File: src/rtl/mem_tx_streamer_pkg.sv
// mem_tx_streamer_pkg: state encoding and default constants shared by the
// memory-to-UART streamer and its ack timer.
package mem_tx_streamer_pkg;
    typedef enum logic [2:0] {
        ST_IDLE,
        ST_REQ,
        ST_READ,
        ST_SEND,
        ST_WAIT_HI,
        ST_WAIT_LO,
        ST_DONE
    } state_t;
    localparam logic [7:0] DEF_STOP_BYTE   = 8'h0C;
    localparam int         DEF_ACK_TIMEOUT = 15;
endpackage

File: src/rtl/mem_tx_streamer_tx_ack_timer.sv
// mem_tx_streamer_tx_ack_timer: loadable saturating counter that flags once
// LIMIT enabled cycles have elapsed since the last load.
module mem_tx_streamer_tx_ack_timer #(
    parameter int LIMIT = 15
) (
    input  logic clk,
    input  logic rst,
    input  logic i_load,
    input  logic i_en,
    output logic o_expired
);
    localparam int W = $clog2(LIMIT + 1);
    logic [W-1:0] r_cnt;
    // The flag is raised during the LIMIT-th enabled cycle so the caller can leave on that edge.
    assign o_expired = r_cnt >= W'(LIMIT - 1);
    always_ff @(posedge clk or negedge rst) begin
        if (!rst) r_cnt <= '0;
        else if (i_load) r_cnt <= '0;
        else if (i_en && !o_expired) r_cnt <= r_cnt + W'(1);
    end
endmodule

File: src/rtl/mem_tx_streamer.sv
// mem_tx_streamer: fetches LEN words from data memory starting at BASE and sends
// the low byte of each through the UART, optionally stopping at a terminator byte.
module mem_tx_streamer
    import mem_tx_streamer_pkg::*;
#(
    parameter int         ADDR_W      = 8,
    parameter int         LEN_W       = 8,
    parameter bit         STOP_EN     = 1'b1,
    parameter logic [7:0] STOP_BYTE   = DEF_STOP_BYTE,
    parameter int         ACK_TIMEOUT = DEF_ACK_TIMEOUT
) (
    input  logic              clk,
    input  logic              rst,
    input  logic              start,
    input  logic [ADDR_W-1:0] base_addr,
    input  logic [LEN_W-1:0]  length,
    output logic              busy,
    output logic              done,
    output logic              error,
    output logic [LEN_W-1:0]  sent_count,
    output logic              mem_req,
    input  logic              mem_gnt,
    output logic [ADDR_W-1:0] mem_addr,
    output logic              mem_rden,
    input  logic [31:0]       mem_q,
    output logic [7:0]        tx_data,
    output logic              tx_enable,
    input  logic              tx_busy
);
    state_t             r_state, w_next;
    logic [ADDR_W-1:0]  r_addr;
    logic [LEN_W-1:0]   r_rem, r_cnt;
    logic [7:0]         r_data;
    logic               r_err;
    logic               w_expired, w_accept, w_unused;

    assign w_unused   = ^mem_q[31:8];
    assign w_accept   = (r_state == ST_IDLE) && start;
    assign busy       = r_state != ST_IDLE;
    assign done       = r_state == ST_DONE;
    assign mem_req    = r_state == ST_REQ;
    assign mem_rden   = mem_req && mem_gnt;
    assign mem_addr   = r_addr;
    assign tx_data    = r_data;
    assign tx_enable  = (r_state == ST_SEND) && !tx_busy;
    assign error      = r_err;
    assign sent_count = r_cnt;

    mem_tx_streamer_tx_ack_timer #(.LIMIT(ACK_TIMEOUT)) u_timer (
        .clk       (clk),
        .rst       (rst),
        .i_load    (tx_enable),
        .i_en      (r_state == ST_WAIT_HI),
        .o_expired (w_expired)
    );

    always_comb begin
        w_next = r_state;
        case (r_state)
            ST_IDLE:    if (start) w_next = (length == '0) ? ST_DONE : ST_REQ;
            ST_REQ:     if (mem_gnt) w_next = ST_READ;
            ST_READ:    w_next = (STOP_EN && mem_q[7:0] == STOP_BYTE) ? ST_DONE : ST_SEND;
            ST_SEND:    if (!tx_busy) w_next = ST_WAIT_HI;
            ST_WAIT_HI: w_next = tx_busy ? ST_WAIT_LO : (w_expired ? ST_DONE : ST_WAIT_HI);
            ST_WAIT_LO: if (!tx_busy) w_next = (r_rem == LEN_W'(1)) ? ST_DONE : ST_REQ;
            ST_DONE:    w_next = ST_IDLE;
            default:    w_next = ST_IDLE;
        endcase
    end

    always_ff @(posedge clk or negedge rst) begin
        if (!rst) begin
            r_state <= ST_IDLE;
            r_addr  <= '0;
            r_rem   <= '0;
            r_cnt   <= '0;
            r_data  <= '0;
            r_err   <= 1'b0;
        end else begin
            r_state <= w_next;
            if (w_accept) begin
                r_addr <= base_addr;
                r_rem  <= length;
                r_cnt  <= '0;
                r_err  <= 1'b0;
            end
            if (r_state == ST_READ) r_data <= mem_q[7:0];
            if (r_state == ST_WAIT_HI && !tx_busy && w_expired) r_err <= 1'b1;
            if (r_state == ST_WAIT_LO && !tx_busy) begin
                r_cnt  <= r_cnt + LEN_W'(1);
                r_rem  <= r_rem - LEN_W'(1);
                r_addr <= r_addr + ADDR_W'(1);
            end
        end
    end
endmodule

File: config.mk
export PLATFORM = sky130hd
export DESIGN_NAME = mem_tx_streamer
export DESIGN_NICKNAME = d
export VERILOG_FILES = /design/src/rtl/mem_tx_streamer_pkg.sv /design/src/rtl/mem_tx_streamer_tx_ack_timer.sv /design/src/rtl/mem_tx_streamer.sv
export SDC_FILE = /design/constraint.sdc
export NUM_CORES = 1
export LEC_CHECK = 0
export CAP_MARGIN = 20
export CORE_ASPECT_RATIO = 1.25
export CORE_MARGIN = 5
export CORE_UTILIZATION = 30
export CTS_BUF_LIST = sky130_fd_sc_hd__clkbuf_16
export CTS_CLUSTER_DIAMETER = 40
export CTS_CLUSTER_SIZE = 12
export DETAILED_ROUTE_END_ITERATION = 10
export HOLD_SLACK_MARGIN = 0.06
export MAX_ROUTING_LAYER = met4
export SLEW_MARGIN = 10
export SYNTH_ARGS = -nofsm -noshare
export SYNTH_HDL_FRONTEND = slang
export SYNTH_SLANG_ARGS = --single-unit
File: constraint.sdc
create_clock -name clk -period 1.9 [get_ports clk]
set_input_delay 0.38 -clock clk [delete_from_list [all_inputs] [get_ports clk]]
set_output_delay 0.38 -clock clk [all_outputs]
set_load 0.05 [all_outputs]
# [After elaboration in Yosys (flattened, before gate mapping)]
# Index checks and enable logic that the tools add are counted.
[totals] output_inout_bits=30 wordCells=60 inputBits=53 ff_bits=40
[classes] magnitude_cmp=1 n_eq_ne=12 n_addsub=4 n_reduce_logical=16 muxes=20
[op_table] op="two-way mux 8 bit" count=6
[op_table] op="two-way mux 3 bit" count=7
[op_table] op="one-hot mux 3 bit (6 select lines)" count=1
[op_table] op="adder 8 x 1 -> 8 bit (second input constant)" count=2
[op_table] op="== test 3 bit (second input constant)" count=3
[op_table] op="== test 8 x 1 -> 1 bit (second input constant)" count=1
[op_table] op="== test 8 x 4 -> 1 bit (second input constant)" count=1
[op_table] op="zero test 8 bit" count=1
[op_table] op="two-way mux 4 bit" count=2
[op_table] op="subtractor 8 x 1 -> 8 bit (second input constant)" count=1
[op_table] op="logical AND 1 bit" count=7
[op_table] op="== test 3 x 2 -> 1 bit (second input constant)" count=2
[op_table] op="!= test 2 bit (second input constant)" count=3
[op_table] op="nonzero test 2 bit" count=3
[op_table] op="adder 4 x 1 -> 4 bit (second input constant)" count=1
[op_table] op="greater-or-equal comparator 4 bit (second input constant)" count=1
[op_table] op="two-way mux 2 bit" count=2
[op_table] op="AND reduction 4 bit" count=1
[op_table] op="== test 3 x 1 -> 1 bit (second input constant)" count=1
[op_table] op="zero test 3 bit" count=1
[op_table] op="nonzero test 3 bit" count=1
[op_table] op="zero test 1 bit" count=2
[op_table] op="two-way mux 1 bit" count=2
[op_table] op="!= test 2 x 1 -> 1 bit (second input constant)" count=1

# [Logic depth before layout (Yosys ltp)]
# Gate-level depths: netlist (run 1).
[logic_depth] ltp_word=5 depth_mapped=6 depth_no_buf=6

# [Cells and area by module]
# From an unflattened synthesis (run 1), not the netlist that was laid out.
[hier_totals] cells_unflattened=237 hier_area_um2=2313.5
[modules_own_cells] module="mem_tx_streamer" cells_each=215 area_each_um2=2082.0 seq_area_each_um2=900.9 instances=1
[modules_own_cells] module="mem_tx_streamer_tx_ack_timer" cells_each=22 area_each_um2=231.5 seq_area_each_um2=100.1 instances=1

# [Worst setup path before layout (run 1)]
# Ideal clock, no wire load.
[synth_path] path_kind="reg2out" start="reg r_state[1]" end="out done" arrival_time_ns=1.766 slack_ns=-0.246 path_stages_with_launch=3 n_path_buf=1 path_cell_list="dfrtp_1 -> buf_4 -> nor3b_1"
[synth_via] elab_chain_cells=1
[synth_lines] element="start: declaration" line="mem_tx_streamer.sv:30" rtl="state_t r_state, w_next;"
[synth_lines] element="start signal: assignment" line="mem_tx_streamer.sv:80" rtl="r_state <= w_next;"
[synth_lines] element="== test 3 bit" line="mem_tx_streamer.sv:40" rtl="assign done = r_state == ST_DONE;"
[synth_lines] element="end: declaration" line="mem_tx_streamer.sv:18" rtl="output logic done,"
# Every way passes these cells.

# [Worst setup path after layout (run 1)]
[layout_path] start="reg r_state[2]" end="out tx_enable"
[layout_via] elab_chain_cells=2
[layout_lines] element="== test 3 x 2 -> 1 bit" line="mem_tx_streamer.sv:45" rtl="assign tx_enable = (r_state == ST_SEND) && !tx_busy;"
[layout_lines] element="logical AND 1 bit" line="mem_tx_streamer.sv:45"
[layout_lines] element="end: declaration" line="mem_tx_streamer.sv:27" rtl="output logic tx_enable,"
# Every way passes these cells.

==> metrics.cfg, run 1 <==
[clocking]
path_clk_slew_ns = 0.06
cts_root_buffer = clkbuf_16
cts_tree = yes
cts_hold_buffers = 0
post-cts-setup-buffers = 0
cts_sinks = 40
insertion_delay_ns = 0.28
numCtsBuffers = 5
clockBufferDepth = 2
cts_htree_levels = 2

[synth]
synth_most_common_cell = dfrtp_1
synth_area_um2 = 2250
synth_common_cells = 40 x dfrtp_1, 26 x nand2_1, 13 x nor2_1
yosysTopAreaCell = dfrtp_1
synth_top_area_share_pct = 44.6
synth_nets = 283
synth_edf_count = 0
yosys_warnings = 0
yosysSeqAreaShare_pct = 44.6
synth_seq_cells = 40
synth_ff_type = dfrtp_1
avgSynthCellArea_um2 = 10.0
ys_top_cells_by_area = dfrtp_1 45%, nand2_1 4.3%, mux2_1 4.0%, ha_1 3.3%, o21ai_1 2.7%
synth-async-reset-ratio_pct = 100
netlist_instances = 224
synth.distinct_cells = 57

[drt]
drtIter0Drc = 74
via_count = 2012
wl_per_cell_um = 14.1
drt_pass1_iterations = 4
drc = 0
wirelength_mm = 5.67
drt-vias-per-instance = 4.99
ant_nets = 0

[timing]
rsz0062_at_grt = no
finalWorstPathRequiredPeriod_ns = 1.83
setup-violations-final = 0
tightest_slew_ns = 0.516
skew_ns = 0.00432
finalHoldViolCount = 0
min_period_over_period_pct = 96.3
relSlewSlack_pct = 65.6
timing.setup.tns_ns = 0
fmax_mhz = 547
drv_slew = 0

[finish]
diodes = 0
final_nets = 369
drive_above_1_share_pct = 24.8
syn_to_final_growth_pct = 45.2
design_area_um2 = 3260

[critical_path]
reg2reg_depth = 5
critPathKind = flip-flop to primary output
cp.arrival_ns = 1.45
rr_endpoint = mem_addr[6]
regToRegStartpoint = r_state[2]
crit_path_max_fanout = 13
crit_chain = and3b_1 -> nor2b_2 -> buf_12
cp-end-kind = primary output
startpoint = r_state[2]
required_ns = 1.52
r2r_slack_ns = 0.26
startpoint_type = flip-flop
crit_slowest_cell = dfrtp_2
cp_num_buf_inv = 1
slowest_delay_ns = 0.49
crit_family = simple AND/OR/NAND/NOR gates

[global_routing]
grt_max_degree = 22
grt_use_total_pct = 13.2
grt_pass1_wl_mm = 9.64
grt_pass1_vias = 2001
antenna_found_initial = 0
gr-total-overflow = 0

[min_path]
hp-class = primary input to async pin

[floorplanning]
initial_utilization_pct = 30.5
coreArea_um2 = 7360
io_pins = 83
die_h_um = 107
row_count = 35
dieArea_um2 = 9330
die_x_um = 87.4

[job]
drv_cap = 0

[power_and_ir_drop]
cellLeakagePower_nw = 1.45
ir_drop_v = 0.000803
pwr_density_cell_nw_per_um2 = 1510
total_power_w = 0.00492

[status]
status = finished, final reports clean

[placed_design]
gp_congestion = 0.842
dp_hpwl_mm = 4.38
port_buffers = 58
place_area_um2 = 3120

-- through the flow --
| stage | setup slack (ns) | cells | hold WS, ns | utilization, % |
|---|---|---|---|---|
| 2_1_floorplan | 0.187 | 224 | 0.0844 | - |
| 3_3_place_gp | -0.245 | 395 | 0.386 | 42.4 |
| 3_5_place_dp | -0.255 | 395 | 0.389 | 42.4 |
| 4_1_cts | 0.0337 | 403 | 0.0915 | 44.3 |
| 5_1_grt | 0.00368 | 403 | 0.121 | 44.3 |
| 6_report | 0.0711 | 403 | 0.0716 | 44.3 |
-- registers in the layout, indices dropped and copies added (netlist names) --
name / cells
sent_count: 8
mem_addr: 8
r_state: 3
error: 1
u_timer.r_cnt: 4
r_rem: 8
tx_data: 8
-- area by class of cell --
type                            instances  area [um^2]
Clock buffer                            5          125
Clock inverter                          3         11.3
Fill cell                             746         4100
Inverter                                9         33.8
Multi-Input combinational cell        165         1150
Sequential cell                        40         1000
Tap cell                               92          115
Timing Repair Buffer                   89          826
-- worst max-delay path by stage --
stage                      end  slack, ns  cells after the start
finish               tx_enable       0.07                      3
detailed placement  r_state[0]      -0.25                      5
global route         tx_enable      0.004                      3
CTS                   mem_rden       0.03                      4
global placement    r_state[0]      -0.25                      5
floorplan            tx_enable       0.19                      3
-- cell usage in the layout, fill, tap and decap left out, types with 4 or more instances in the layout --
| master | count |
|---|---|
| clkbuf_16 | 5 |
| buf_4 | 48 |
| clkdlybuf4s50_1 | 34 |
| a31oi_1 | 4 |
| nor3_1 | 4 |
| dfrtp_1 | 38 |
| nor4_1 | 4 |
| o21ai_0 | 5 |
| o21ai_1 | 12 |
| mux2i_1 | 4 |
| nor2_1 | 13 |
| buf_12 | 6 |
| nand3_1 | 11 |
| mux2_1 | 8 |
| nand2_1 | 26 |
| o211ai_1 | 4 |
| inv_1 | 11 |
| and3_1 | 4 |
| ha_1 | 6 |
| nor2b_1 | 4 |
-- cells by family (layout without fill, tap and decap cells) --
| logic type | Yosys count | in the layout | share of synthesized area, % |
|---|---|---|---|
| AOI/OAI and AO/OA | 51 | 51 | 16.3 |
| xor gates and xnor gates | 3 | 3 | 1.17 |
| adders and majority gates | 6 | 6 | 3.34 |
| buffers and inverters | 19 | 106 | 4.90 |
| DFF | 40 | 40 | 44.6 |
| muxes | 12 | 12 | 5.79 |
| and+or+nand+nor | 93 | 93 | 24.0 |
-- routing by layer --
metal / vias to the layer above / share of wire, % / routed length, um / global-route usage [%]
met2: 49 / 50 / 2820 / 20.9
met4: 0 / 1.6 / 91 / 4.17
li1: 1002 / - / - / -
met1: 953 / 45 / 2560 / 16.9
met3: 8 / 3.5 / 197 / 2.61
met5: - / 0 / 0 / -
-- power by group --
part	total (W)	leakage (nW)	switching [W]	internal (W)
Clock	0.000790	0.0738	0.000318	0.000472
Sequential	0.00153	0.503	0.000352	0.00118
Combinational	0.00260	0.874	0.00151	0.00109
Total	0.00492	1.45	0.00218	0.00274
-- repair_timing --
item / in CTS / in global routing
resized for setup: 1 / 2
pin swaps: 0 / 1
setup endpoints to repair: 1 / 4
Power figures use the tool's default switching activity.
==> inputs of run 2 (changes only) <==
- ABC_AREA: not set -> 1
==> run 2 against run 1 <==
Net effect: design area is 0.19% lower; clock skew grew 0.0019 ns; sequential cell count did not move; sequential power down 4%; sequential share of layout area about the same; combinational power rose by 2%; non-clock buffer count is 20 lower; global-route usage increased by 0.62 points; synthesized cell count up 40%; total power grew 8.7%; critical endpoint is now tx_data[4].
==> metrics.cfg, run 2 <==
[timing]
finalHoldViolCount = 0  ; unchanged
drv_slew = 0  ; unchanged
relSlewSlack_pct = 65.1  ; -0.48 points
finalWorstPathRequiredPeriod_ns = 1.82  ; -0.00420 ns
min_period_over_period_pct = 96.0  ; -0.22 points
setup-violations-final = 0  ; unchanged
tightest_slew_ns = 0.521  ; +0.00556 ns
fmax_mhz = 548  ; +0.23%
timing.setup.tns_ns = 0  ; unchanged
skew_ns = 0.00617  ; +0.00185 ns
rsz0062_at_grt = no

[clocking]
path_clk_slew_ns = 0.06  ; about the same
cts_tree = yes
numCtsBuffers = 5  ; unchanged
cts_root_buffer = clkbuf_16
insertion_delay_ns = 0.28  ; about the same
cts_sinks = 40  ; unchanged
clockBufferDepth = 2  ; unchanged
post-cts-setup-buffers = 0  ; unchanged
cts_htree_levels = 2  ; unchanged

[synth]
avgSynthCellArea_um2 = 7.33  ; -27%
synth_edf_count = 0  ; unchanged
synth_common_cells = 106 x nand2_1, 41 x nor2_1, 40 x dfrtp_1
synth_most_common_cell = nand2_1
yosys_warnings = 0  ; unchanged
synth_area_um2 = 2290  ; +2.2%
synth_ff_type = dfrtp_1
yosysSeqAreaShare_pct = 43.6  ; -0.95 points
netlist_instances = 313  ; +40%
synth.distinct_cells = 27  ; -53%
synth_top_area_share_pct = 43.6  ; -0.95 points
synth-async-reset-ratio_pct = 100  ; unchanged
synth_seq_cells = 40  ; unchanged
synth_nets = 372  ; +31%
ys_top_cells_by_area = dfrtp_1 44%, nand2_1 17%, nor2_1 6.7%, inv_1 5.7%, nand3_1 5.2%
yosysTopAreaCell = dfrtp_1

[global_routing]
grt_pass1_wl_mm = 10.1  ; +5.2%
gr-total-overflow = 0  ; unchanged
grt_use_total_pct = 13.8  ; +0.62 points
antenna_found_initial = 0  ; unchanged
grt_max_degree = 33  ; +50%
grt_pass1_vias = 2165  ; +8.2%

[drt]
drt-vias-per-instance = 4.59  ; -8.1%
via_count = 2188  ; +8.7%
ant_nets = 0  ; unchanged
drc = 0  ; unchanged
wl_per_cell_um = 12.8  ; -9.2%
drtIter0Drc = 116  ; +57%
wirelength_mm = 6.09  ; +7.5%
drt_pass1_iterations = 6  ; +2

[finish]
fillers = 756  ; +1.3%
final_common_cell = nand2_1
final_nets = 443  ; +20%
syn_to_final_growth_pct = 41.8
drive_above_1_share_pct = 15.3  ; -9.4 points
design_area_um2 = 3250  ; -0.19%
layout_common_cells = 106 x nand2_1, 40 x dfrtp_1, 39 x nor2_1
diodes = 0  ; unchanged

[floorplanning]
io_pins = 83  ; unchanged
die_h_um = 108  ; +0.98%
die_x_um = 88.2  ; +0.96%
dieArea_um2 = 9510  ; +1.9%
initial_utilization_pct = 31.0  ; +0.48 points
row_count = 35  ; unchanged
coreArea_um2 = 7400  ; +0.60%

[power_and_ir_drop]
pwr_density_cell_nw_per_um2 = 1640  ; +8.9%
cellLeakagePower_nw = 1.61  ; +11%
ir_drop_v = 0.00109  ; +35%

[critical_path]
required_ns = 1.52  ; about the same
cp-end-kind = primary output
crit_slowest_cell = clkdlybuf4s50_1
crit_chain = clkdlybuf4s50_1
cp_num_buf_inv = 1  ; unchanged
crit_family = buffers and inverters
startpoint_type = flip-flop
crit_path_max_fanout = 2  ; -11
critPathKind = flip-flop to primary output
cp.arrival_ns = 1.44  ; about the same
slowest_delay_ns = 0.82  ; +0.33 ns

[placed_design]
place_area_um2 = 3030  ; -2.8%
port_buffers = 58  ; unchanged
gp_congestion = 0.836  ; -0.72%
dp_hpwl_mm = 4.63  ; +5.9%

[status]
status = finished, final reports clean

[min_path]
hp-class = flip-flop to flip-flop

[job]
drv_cap = 0  ; unchanged

[run 2: cell types whose count changed after synthesis, sizes merged, moves of 5 or more]
cell   delta
a21oi     +5
inv      +28
mux2      -8
nand2    +81
nand3    +13
nor2     +31
nor2b     -5
nor3b     -5
[run 2: where the power goes]
group	leakage (nW)	switching, W	internal (W)
logic	0.998	0.00171	0.000945
registers	0.513	0.000299	0.00117
clock network	0.104	0.000347	0.000886
total	1.61	0.00235	0.00300
[run 2: worst paths after layout]
check                           depth (start not counted)    endpoint        from  slack, ns
worst min-delay path                                    2  tx_data[1]  tx_data[1]       0.48
worst min register to register                          2  tx_data[1]  tx_data[1]       0.48
worst max register to register                          6    r_rem[3]  r_state[1]       0.38
worst max-delay path                                    1  tx_data[4]  tx_data[4]       0.08
max in group asynchronous                               3    r_rem[3]         rst       0.94
min in group asynchronous                               2  tx_data[3]         rst       0.51
[run 2: repair_timing]
action | 4_1_cts | 5_1_grt
endpoints found under the hold margin | 8 | 0
endpoints found under the setup margin | 0 | 1
resized for setup | 0 | 1
hold buffers | 1 | 0
[run 2: cells by family after synthesis]
logic type	Yosys count	synth area share (%)
DFF	40	43.6
xor gates and xnor gates	3	1.15
adders and majority gates	6	3.27
buffers and inverters	42	8.18
AOI/OAI and AO/OA	38	10.1
and+or+nand+nor	184	33.7
[run 2: final cells by class]
type                    instances  area, um^2  area share, %
multi-input cells             231        1110           34.1
flip-flops and latches         40        1000           30.8
repair buffers                 69         673           20.7
inverters                      37         139           4.27
clock buffers                   5         125           3.84
well taps                      92         115           3.54
clock inverters                 3        90.1           2.77
[run 2: tightest hold or removal path: stages, from the launching register on]
cell and delay, ns:
dfrtp_1 0.34, nand2_1 0.05, nand2_1 0.06
[run 2: layer usage]
metal	GRT usage [%]	wire [um]	part of all wire, %	vias to the layer above
met1	17.0	2660	44	996
li1	-	-	-	1135
met4	3.24	65	1.1	0
met3	2.53	339	5.6	6
met5	-	0	0	-
met2	23.3	3030	50	51
[run 2: metrics by stage]
stage | setup slack, ns | util (%) | hold WS, ns | std cells | power [W]
global route | 0.0349 | 44.0 | 0.505 | 477 | 0.00573
finish | 0.0753 | 44.0 | 0.477 | 477 | 0.00535
global placement | 0.134 | 40.9 | 0.252 | 468 | 0.00410
CTS | 0.0626 | 44.0 | 0.486 | 477 | 0.00541
detailed placement | 0.115 | 40.9 | 0.257 | 468 | 0.00415
floorplan | -0.0766 | - | 0.0844 | 313 | 0.00323
